File: src/rtl/seven_seg_pkg.sv
// seven_seg_pkg: shared segment types and constants for the 7-segment scan driver.
// Segment codes are active-low, bit order {g,f,e,d,c,b,a}.
package seven_seg_pkg;

  typedef logic [6:0] seg_t;

  localparam seg_t SEG_BLANK = 7'b1111111;
  localparam seg_t SEG_DASH  = 7'b0111111;

  // Entry n holds the active-low pattern for hex digit n (index 0 is the rightmost slice).
  localparam logic [15:0][6:0] HEX_SEG_TABLE = {
    7'b0001110,  // F
    7'b0000110,  // E
    7'b0100001,  // d
    7'b1000110,  // C
    7'b0000011,  // b
    7'b0001000,  // A
    7'b0010000,  // 9
    7'b0000000,  // 8
    7'b1111000,  // 7
    7'b0000010,  // 6
    7'b0010010,  // 5
    7'b0011001,  // 4
    7'b0110000,  // 3
    7'b0100100,  // 2
    7'b1111001,  // 1
    7'b1000000   // 0
  };

endpackage

File: src/rtl/seven_segment_scan_driver_if.sv
// seven_segment_scan_driver_if: data/control and display-pin bundle of the scan driver.
// master = system side that supplies data, slave = the driver itself.
interface seven_segment_scan_driver_if
  import seven_seg_pkg::*;
#(
  parameter int unsigned NUM_DIGITS = 4
);

  logic                      enable;
  logic                      load;
  logic [4*NUM_DIGITS-1:0]   dataInput;
  logic [NUM_DIGITS-1:0]     blankMask;
  logic [NUM_DIGITS-1:0]     digitSelect;
  seg_t                      controlOutput;
  logic                      frameDone;
  logic                      pending;

  modport master (
    output enable, load, dataInput, blankMask,
    input  digitSelect, controlOutput, frameDone, pending
  );

  modport slave (
    input  enable, load, dataInput, blankMask,
    output digitSelect, controlOutput, frameDone, pending
  );

endinterface

File: src/rtl/seven_seg_hex_decoder.sv
// seven_seg_hex_decoder: combinational hex nibble to active-low segment pattern.
module seven_seg_hex_decoder
  import seven_seg_pkg::*;
(
  input  logic [3:0] nibble,
  output seg_t       seg
);

  // Table lookup of the segment pattern for the nibble.
  always_comb begin
    seg = HEX_SEG_TABLE[nibble];
  end

endmodule

File: src/rtl/seven_segment_scan_driver.sv
// seven_segment_scan_driver: time-multiplexed driver for NUM_DIGITS common-anode digits.
// Loaded data waits in a shadow register and is promoted only at frame wrap, so a frame
// never mixes old and new digits. All outputs are registered.
// Optional build macro: LEADING_ZERO_BLANK_EN - blank digits above the most significant
// nonzero nibble (digit 0 is always shown).
module seven_segment_scan_driver
  import seven_seg_pkg::*;
#(
  parameter int unsigned NUM_DIGITS = 4,
  parameter int unsigned CLK_DIV    = 50000
) (
  input logic                        clock,
  input logic                        reset,
  seven_segment_scan_driver_if.slave bus
);

  localparam int unsigned DATA_W  = 4 * NUM_DIGITS;
  localparam int unsigned PRESC_W = $clog2(CLK_DIV);
  localparam int unsigned IDX_W   = (NUM_DIGITS > 1) ? $clog2(NUM_DIGITS) : 1;

  localparam logic [PRESC_W-1:0] PRESC_LAST = PRESC_W'(CLK_DIV - 1);
  localparam logic [IDX_W-1:0]   IDX_LAST   = IDX_W'(NUM_DIGITS - 1);

  logic [PRESC_W-1:0]    presc_q, presc_d;
  logic [IDX_W-1:0]      idx_q, idx_d;
  logic [DATA_W-1:0]     shadow_q, shadow_d;
  logic [DATA_W-1:0]     active_q, active_d;
  logic                  pending_q, pending_d;
  logic                  frame_done_q, frame_done_d;
  logic [NUM_DIGITS-1:0] digit_select_q, digit_select_d;
  seg_t                  control_output_q, control_output_d;

  logic                  slot_end;
  logic                  wrap;
  logic [3:0]            sel_nibble;
  logic                  sel_blank;
  seg_t                  hex_seg;

`ifdef LEADING_ZERO_BLANK_EN
  logic [NUM_DIGITS-1:0] nz_above;
  logic                  nz_run;
  logic                  sel_nz;
`endif

  // Prescaler and digit index: a slot is CLK_DIV clocks; a frame is NUM_DIGITS slots.
  always_comb begin
    slot_end = (presc_q == PRESC_LAST);
    wrap     = slot_end && (idx_q == IDX_LAST);
    presc_d  = slot_end ? '0 : presc_q + PRESC_W'(1);
    idx_d    = idx_q;
    if (slot_end) begin
      idx_d = wrap ? '0 : idx_q + IDX_W'(1);
    end
  end

  // Shadow/active data: a load coinciding with the wrap bypasses the shadow stage.
  always_comb begin
    shadow_d     = shadow_q;
    active_d     = active_q;
    pending_d    = pending_q;
    frame_done_d = wrap;
    if (bus.load) begin
      shadow_d = bus.dataInput;
      if (wrap) begin
        active_d  = bus.dataInput;
        pending_d = 1'b0;
      end else begin
        pending_d = 1'b1;
      end
    end else if (wrap && pending_q) begin
      active_d  = shadow_q;
      pending_d = 1'b0;
    end
  end

`ifdef LEADING_ZERO_BLANK_EN
  // Per digit: is any nibble at this position or above nonzero (digit 0 forced visible).
  always_comb begin
    nz_run   = 1'b0;
    nz_above = '0;
    for (int unsigned i = 0; i < NUM_DIGITS; i++) begin
      nz_run = nz_run | (|active_d[4*(NUM_DIGITS-1-i) +: 4]);
      nz_above[NUM_DIGITS-1-i] = nz_run;
    end
    nz_above[0] = 1'b1;
  end
`endif

  // Select the nibble and per-digit attributes of the digit shown in the next cycle.
  // Outputs are built from next-state values so the registered pins line up with state.
  always_comb begin
    sel_nibble = '0;
    sel_blank  = 1'b0;
`ifdef LEADING_ZERO_BLANK_EN
    sel_nz     = 1'b1;
`endif
    for (int unsigned k = 0; k < NUM_DIGITS; k++) begin
      if (IDX_W'(k) == idx_d) begin
        sel_nibble = active_d[4*k +: 4];
        sel_blank  = bus.blankMask[k];
`ifdef LEADING_ZERO_BLANK_EN
        sel_nz     = nz_above[k];
`endif
      end
    end
  end

  seven_seg_hex_decoder u_hex_decoder (
    .nibble (sel_nibble),
    .seg    (hex_seg)
  );

  // Segment priority (dash, blank mask, optional zero suppression, hex) and anti-ghost select.
  always_comb begin
    if (!bus.enable) begin
      control_output_d = SEG_DASH;
    end else if (sel_blank) begin
      control_output_d = SEG_BLANK;
`ifdef LEADING_ZERO_BLANK_EN
    end else if (!sel_nz) begin
      control_output_d = SEG_BLANK;
`endif
    end else begin
      control_output_d = hex_seg;
    end
    digit_select_d = '1;
    for (int unsigned k = 0; k < NUM_DIGITS; k++) begin
      if ((presc_d != '0) && (IDX_W'(k) == idx_d)) begin
        digit_select_d[k] = 1'b0;
      end
    end
  end

  // State and output registers; reset blanks the display immediately and drops pending data.
  always_ff @(posedge clock or posedge reset) begin
    if (reset) begin
      presc_q          <= '0;
      idx_q            <= '0;
      shadow_q         <= '0;
      active_q         <= '0;
      pending_q        <= 1'b0;
      frame_done_q     <= 1'b0;
      digit_select_q   <= '1;
      control_output_q <= SEG_BLANK;
    end else begin
      presc_q          <= presc_d;
      idx_q            <= idx_d;
      shadow_q         <= shadow_d;
      active_q         <= active_d;
      pending_q        <= pending_d;
      frame_done_q     <= frame_done_d;
      digit_select_q   <= digit_select_d;
      control_output_q <= control_output_d;
    end
  end

  assign bus.digitSelect   = digit_select_q;
  assign bus.controlOutput = control_output_q;
  assign bus.frameDone     = frame_done_q;
  assign bus.pending       = pending_q;

endmodule

File: src/flat_wrapper.sv
// flat-port wrapper written by rule: the top's interface ports become plain ports
module seven_segment_scan_driver_flat import seven_seg_pkg::*;
#(
  parameter int unsigned NUM_DIGITS = 4,
  parameter int unsigned CLK_DIV    = 50000
)
  (clock, reset, bus_enable, bus_load, bus_dataInput, bus_blankMask, bus_digitSelect, bus_controlOutput, bus_frameDone, bus_pending);
  seven_segment_scan_driver_if #(.NUM_DIGITS(NUM_DIGITS)) bus_i ();
  input logic clock;
  input logic reset;
  input wire logic [$bits(bus_i.enable)-1:0] bus_enable;
  input wire logic [$bits(bus_i.load)-1:0] bus_load;
  input wire logic [$bits(bus_i.dataInput)-1:0] bus_dataInput;
  input wire logic [$bits(bus_i.blankMask)-1:0] bus_blankMask;
  output wire logic [$bits(bus_i.digitSelect)-1:0] bus_digitSelect;
  output wire logic [$bits(bus_i.controlOutput)-1:0] bus_controlOutput;
  output wire logic [$bits(bus_i.frameDone)-1:0] bus_frameDone;
  output wire logic [$bits(bus_i.pending)-1:0] bus_pending;
  assign bus_i.enable = bus_enable;
  assign bus_i.load = bus_load;
  assign bus_i.dataInput = bus_dataInput;
  assign bus_i.blankMask = bus_blankMask;
  assign bus_digitSelect = bus_i.digitSelect;
  assign bus_controlOutput = bus_i.controlOutput;
  assign bus_frameDone = bus_i.frameDone;
  assign bus_pending = bus_i.pending;
  seven_segment_scan_driver #(.NUM_DIGITS(NUM_DIGITS), .CLK_DIV(CLK_DIV)) u_core (.clock(clock), .reset(reset), .bus(bus_i));
endmodule
File: config.mk
export PLATFORM = sky130hd
export DESIGN_NAME = seven_segment_scan_driver_flat
export DESIGN_NICKNAME = d
export VERILOG_FILES = /design/src/rtl/seven_seg_pkg.sv /design/src/rtl/seven_segment_scan_driver_if.sv /design/src/rtl/seven_seg_hex_decoder.sv /design/src/rtl/seven_segment_scan_driver.sv /design/src/flat_wrapper.sv
export SDC_FILE = /design/constraint.sdc
export NUM_CORES = 1
export LEC_CHECK = 0
export ABC_AREA = 1
export CAP_MARGIN = 20
export CORE_ASPECT_RATIO = 1.1
export CORE_UTILIZATION = 46
export DETAILED_ROUTE_END_ITERATION = 12
export PLACE_DENSITY_LB_ADDON = 0.3
export SLEW_MARGIN = 25
export SYNTH_ARGS = -nofsm -noshare
export SYNTH_HDL_FRONTEND = slang
export SYNTH_SLANG_ARGS = --single-unit
File: constraint.sdc
create_clock -name clock -period 3.25 [get_ports clock]
set_clock_uncertainty 0.1 [all_clocks]
set_input_delay 0.975 -clock clock [delete_from_list [all_inputs] [get_ports clock]]
set_output_delay 0.975 -clock clock [all_outputs]
set_load 0.01 [all_outputs]
# --- After elaboration in Yosys (flattened, before gate mapping) ---
# Memories as Yosys holds them, arrays and structs flattened.
# Cells that the tools add are included.
word_totals:
  n_memories: 1
  ram_bits: 0
  latchBits: 0
  register_bits: 63
  mem_bits_ro: 112
  input_bits: 24
classes:
  order_cmp: 1
  n_addsub: 2
  n_bitwise: 0
  eq_ne: 5
  n_mux: 24
  shifts: 0
  n_mul: 0
  n_reduce_logical: 9
  div_mod_pow: 0
memory_table:
  columns: ["name", "words", "width", "rd", "rd_clocked_by_memory_dff", "wr", "line_no", "rtl"]
  rows:
  - ["(no name shown)", 16, 7, 1, 0, 0, "seven_seg_hex_decoder.sv:11", "seg = HEX_SEG_TABLE[nibble];"]
ops:
  columns: ["op", "count"]
  rows:
  - ["$mux W16", 4]
  - ["$mux W7", 3]
  - ["$add A16 B1 Y16 const B", 1]
  - ["$eq A16 B16 Y1 const B", 1]
  - ["$mux W4", 4]
  - ["$reduce_bool A16 Y1", 1]
  - ["$mux W1", 11]
  - ["$logic_and A1 B1 Y1", 6]
  - ["$lt A4 B5 Y1 const B", 1]
  - ["$eq A2 B2 Y1 const A", 2]
  - ["$mux W2", 2]
  - ["$add A2 B1 Y2 const B", 1]
  - ["$eq A1 B2 Y1 const A", 1]
  - ["$eq A2 B2 Y1 const B", 1]
  - ["$logic_not A2 Y1", 1]
  - ["$reduce_bool A2 Y1", 1]

# --- Depth between registers and ports, before layout ---
logic_depth:
  depth_word: 13
  mapped_depth: 19

# --- Hierarchy ---
# A second synthesis with hierarchy kept.
hier_totals:
  hier_cells: 483
  hier_area_um2: 3743.6
by_module_without_submodules:
  columns: ["mod", "area_each_um2", "instances", "cells_per_inst"]
  rows:
  - ["seven_segment_scan_driver", 3469.6, 1, 434]
  - ["seven_seg_hex_decoder", 274.0, 1, 49]

# --- Worst setup path before layout ---
# OpenSTA, ideal clock, no wires.
synth_path:
  path_kind: "in2reg"
  startpoint: "input port bus_load"
  endpoint: "register u_core.control_output_q[5], in the netlist u_core.bus.controlOutput[5]"
  arrival_ns: 2.490
  path_stages: 13
  setup_time_ns: 0.084
  setup_slack_ns: 0.575
  path_buffers: 2
  required_time_ns: 3.066
  path_cell_list: "buf_2 inv_1 buf_1 nand3_1 nand3_1 nand3_1 nor2_4 inv_1 ha_1 nand2_1 o21ai_0 nand2_1 nand3b_1"
synth_between:
  elab_chain_len: 9
synth_rtl:
  columns: ["element", "line_no", "rtl"]
  rows:
  - ["start: declaration", "flat_wrapper.sv:12", "input wire logic [$bits(bus_i.load)-1:0] bus_load;"]
  - ["$mux W16 (*)", "seven_segment_scan_driver.sv:62", "if (bus.load) begin"]
  - ["$mux W4 (3 in a row)", "seven_segment_scan_driver.sv:98", "if (IDX_W'(k) == idx_d) begin"]
  - ["$mux W4 (*)", "seven_segment_scan_driver.sv:98", null]
  - ["$mem_v2 Z16 W7 (*)", null, null]
  - ["$mux W7 (not written as such) (*)", "seven_seg_hex_decoder.sv:11", null]
  - ["$mux W7 (*)", "seven_segment_scan_driver.sv:117", "end else if (sel_blank) begin"]
  - ["$mux W7 (*)", "seven_segment_scan_driver.sv:115", "if (!bus.enable) begin"]
  - ["net u_core.control_output_d[5]", "seven_segment_scan_driver.sv:31", "seg_t control_output_q, control_output_d;"]
  - ["end signal: assignment", "seven_segment_scan_driver.sv:153", "control_output_q <= control_output_d;"]
  - ["end: declaration", "seven_segment_scan_driver.sv:31", null]
# Mark *: on every way through the listed nets, which the timed path passes. The rest lies on a longest branch. The select of a mux whose other input is x is not followed.
# A chain may end at the register's enable or synchronous reset.

# --- Final worst setup path ---
layout_path:
  startpoint: "register u_core.presc_q[0]"
  endpoint: "register u_core.control_output_q[1], in the netlist u_core.bus.controlOutput[1]"
layout_rtl:
  columns: ["element", "line_no", "rtl"]
  rows:
  - ["start: declaration", "seven_segment_scan_driver.sv:24", "logic [PRESC_W-1:0] presc_q, presc_d;"]
  - ["start signal: assignment", "seven_segment_scan_driver.sv:146", "presc_q <= presc_d;"]
  - ["$eq A16 B16 Y1 (*)", "seven_segment_scan_driver.sv:47", "slot_end = (presc_q == PRESC_LAST);"]
  - ["$logic_and A1 B1 Y1 (*)", "seven_segment_scan_driver.sv:48", "wrap = slot_end && (idx_q == IDX_LAST);"]
  - ["$logic_and A1 B1 Y1", "seven_segment_scan_driver.sv:70", "end else if (wrap && pending_q) begin"]
  - ["$mux W16", "seven_segment_scan_driver.sv:70", null]
  - ["$mux W16 (*)", "seven_segment_scan_driver.sv:62", null]
  - ["net u_core.active_d[4]", "seven_segment_scan_driver.sv:27", "logic [DATA_W-1:0] active_q, active_d;"]
  - ["$mux W4 (*) (3 in a row)", "seven_segment_scan_driver.sv:98", null]
  - ["$mem_v2 Z16 W7 (*)", null, null]
  - ["$mux W7 (not written as such) (*)", "seven_seg_hex_decoder.sv:11", null]
  - ["$mux W7 (*)", "seven_segment_scan_driver.sv:117", null]
  - ["$mux W7 (*)", "seven_segment_scan_driver.sv:115", null]
  - ["net u_core.control_output_d[1]", "seven_segment_scan_driver.sv:31", null]
# Marks and branches as above.

==> key figures <==
Clock network
  – CTS root buffer: clkbuf_8
  – Setup Buffers After CTS: 0
  – CTS Buf Count: 9
  – Clock Sinks: 63
  – CTS Hold Bufs: 0
  – CTS tree: done
  – CTS resizes: 0
  – Htree depth: 3
  – Skew-Pair Late Insertion Delay: 0.34 ns
  – Worst-case clock buffer depth: 2
  – Clock transition at path regs: 0.07 ns

Die
  – Die area: approximately 8300 um2
  – Ports: 37
  – DIE HEIGHT: 95.46 um
  – Core area: roughly 7600 um2
  – Die W: about 87 um
  – Rows: 33
  – Initial Util: 48.34%

Synthesis
  – Synth cell types: 39
  – Main synth FF type: dfrtp_1
  – FF+latch count, synth: 63
  – Cell count after synthesis: roughly 500
  – Post-synth top area share: between 30% and 40%
  – Post-Syn Area: about 3700 um2
  – Leading area contributor after synthesis: dfrtp_1
  – Synthesized Nets: about 520
  – Synth area leaders: dfrtp_1 (36%), nand2_1 (18%), nand3_1 (8.9%)
  – Sequential area share after synthesis: between 40 and 50%
  – EDFF count, synth: 0
  – Synth warn: 0
  – Mean Syn Cell Area: 7.484 um2
  – Asr flop ratio synth: between 90% and 100%

Timing
  – Slew at the pin closest to its max-slew limit: 0.6083 ns
  – Setup TNS: 0 ns
  – Slew Limit Fails: 0
  – RSZ-0062 raised after global routing: no
  – Period utilization: 88.36%
  – Final Hold Vio Count: 0
  – Maximum clock frequency: 348.2 MHz
  – Rel. slew slack: between 50% and 60%
  – Final setup viols: 0
  – Tmin final: approximately 2.9 ns

Placed design
  – Placed inst area: about 4200 um2
  – Buffers on Ports: 36
  – Placer's final routability congestion estimate: between 0.8 and 0.9
  – DP HPWL: between 6000 and 7000 um

Routing
  – Residual DRC: 0
  – Vias: roughly 3200
  – Wire per inst: between 10 and 15 um
  – DR iter-0 viols: roughly 120
  – Drt first pass iters: 4
  – Routed WL: 8532 um
  – Post-route ant nets: 0
  – Via density: 5.040

Cells and area
  – Most frequent cells in the layout: nand2_1 (172), nand3_1 (65), dfrtp_1 (52)
  – Core Util, Final: between 50% and 60%
  – Most common cell after layout, fill and taps aside: nand2_1
  – Design Area, Final: roughly 4400 um2
  – Antenna fix cells: 0
  – Fin nets: around 570
  – Synth-to-Final Area Change: 19.66%
  – Share of layout cells above drive strength 1: 14.71%

Power and ir drop
  – Max rail drop VDD: 0.3214 mV
  – PwrDens: between 300 and 400 nW/um2
  – P_leak: around 0.0022 uW

Outcome
  – Outcome: complete, no violations

Hold path
  – Min-Delay Path Depth: 2
  – Worst hold-check path type: flip-flop to flip-flop

Setup path
  – Worst EP arrival: ~3.1 ns
  – Worst Setup Path Type: flip-flop to flip-flop
  – Worst EP required: 3.43 ns
  – Critical path capture point type: flip-flop
  – Critical path peak fanout: 14
  – Startpoint Class: flip-flop
  – Worst-case reg-to-reg path depth: 19

Global route
  – First-pass GRT wire length: between 10000 and 15000 um
  – Number of global-route vias before repair: approximately 3200
  – Total global-route track usage: 23.15%
  – Initial antenna violation count: 0
  – Grt total ovfl: 0
  – Pin count of the biggest net entering global routing: 43

Job
  – Max_cap viols: 0
==> cells in the mapped netlist, types with 2 or more instances <==
| library cell | count |
|---|---|
| nand2_2 | 7 |
| nand3_1 | 65 |
| or2_2 | 2 |
| and2_1 | 11 |
| xor2_1 | 2 |
| dfstp_2 | 11 |
| nor2_2 | 4 |
| ha_1 | 9 |
| dfrtp_1 | 52 |
| inv_2 | 12 |
| a21oi_1 | 5 |
| buf_4 | 2 |
| nand4_2 | 2 |
| nor2_4 | 4 |
| nor2_1 | 30 |
| nand4_1 | 14 |
| nand3_2 | 6 |
| clkbuf_1 | 7 |
| buf_2 | 3 |
| nand2_1 | 172 |
| nor4_1 | 2 |
| o21ai_0 | 6 |
| o21ai_1 | 2 |
| inv_1 | 43 |
==> final timing paths <==
check                      slack, ns                           to                start
setup / recovery                0.38  u_core.bus.controlOutput[1]    u_core.presc_q[0]
max in group asynchronous       1.60            u_core.presc_q[6]                reset
setup reg to reg                0.38  u_core.bus.controlOutput[1]    u_core.presc_q[0]
min in group asynchronous       0.86           u_core.presc_q[11]                reset
hold reg to reg                 0.37          u_core.shadow_q[15]  u_core.shadow_q[15]
hold / removal                  0.37          u_core.shadow_q[15]  u_core.shadow_q[15]
==> per-layer routing <==
| layer | vias to the layer above | routed length, um | global-route usage (%) |
|---|---|---|---|
| met5 | - | 0 | 0 |
| met4 | 0 | 284 | 13.06 |
| met3 | 26 | 314 | 4.762 |
| met2 | 69 | 4267 | 39.17 |
| met1 | 1507 | 3665 | 27.37 |
| li1 | 1634 | - | - |
==> flip-flops by register name, indices dropped and copies added (netlist names) <==
| signal | count |
|---|---|
| u_core.active_q | 16 |
| u_core.shadow_q | 16 |
| u_core.bus.frameDone | 1 |
| u_core.idx_q | 2 |
| u_core.presc_q | 16 |
| u_core.bus.digitSelect | 4 |
| u_core.bus.controlOutput | 7 |
| u_core.bus.pending | 1 |
==> per-stage QoR <==
step / hold WS [ns] / total power [uW] / setup slack (ns) / instances
floorplan: 0.3420 / 873.9 / 0.5751 / 488
global placement: 0.3536 / 931.7 / 0.1045 / 626
detailed placement: 0.3614 / 934.4 / 0.08301 / 626
CTS: 0.3789 / 1613 / 0.3682 / 642
global route: 0.4061 / 1654 / 0.05077 / 642
finish: 0.3718 / 1589 / 0.3782 / 642
==> critical path: stages (launching register included) <==
cell and delay [ns]:
dfrtp_1 0.40, ha_1 0.20, nand3_1 0.14, inv_2 0.12, nand2_2 0.10, nor2_8 0.19
nand2_4 0.15, nor2_2 0.19, nand2_1 0.08, nand2_1 0.06, inv_1 0.05, a21boi_2 0.14
nand2_1 0.08, nand4_2 0.12, inv_1 0.11, ha_1 0.28, nand2_1 0.08, o21ai_2 0.13
inv_2 0.04, nand2_1 0.06
==> kinds of logic after synthesis <==
| family | after synthesis | synth area share, % |
|---|---|---|
| fa+ha+maj | 9 | 3.083 |
| simple gates | 325 | 42.03 |
| flops | 63 | 43.54 |
| xor+xnor | 3 | 0.7196 |
| buf+inv | 70 | 7.708 |
| compound gates | 18 | 2.912 |
==> power breakdown <==
part | switching (uW) | internal, uW | total, uW
Clock | 299 | 372 | 671
Sequential | 10.4 | 807 | 817
Combinational | 53.6 | 48.2 | 102
==> layout make-up <==
cell class	instances	area (um2)
clock buffer	12	145.1
clock inverter	4	45.04
fill	710	3186
inverter	56	210.2
multi-input combinational	355	1780
sequential	63	1590
tap	105	131.4
timing repair buffer	47	467.9
(Power assumes the default switching activity.)
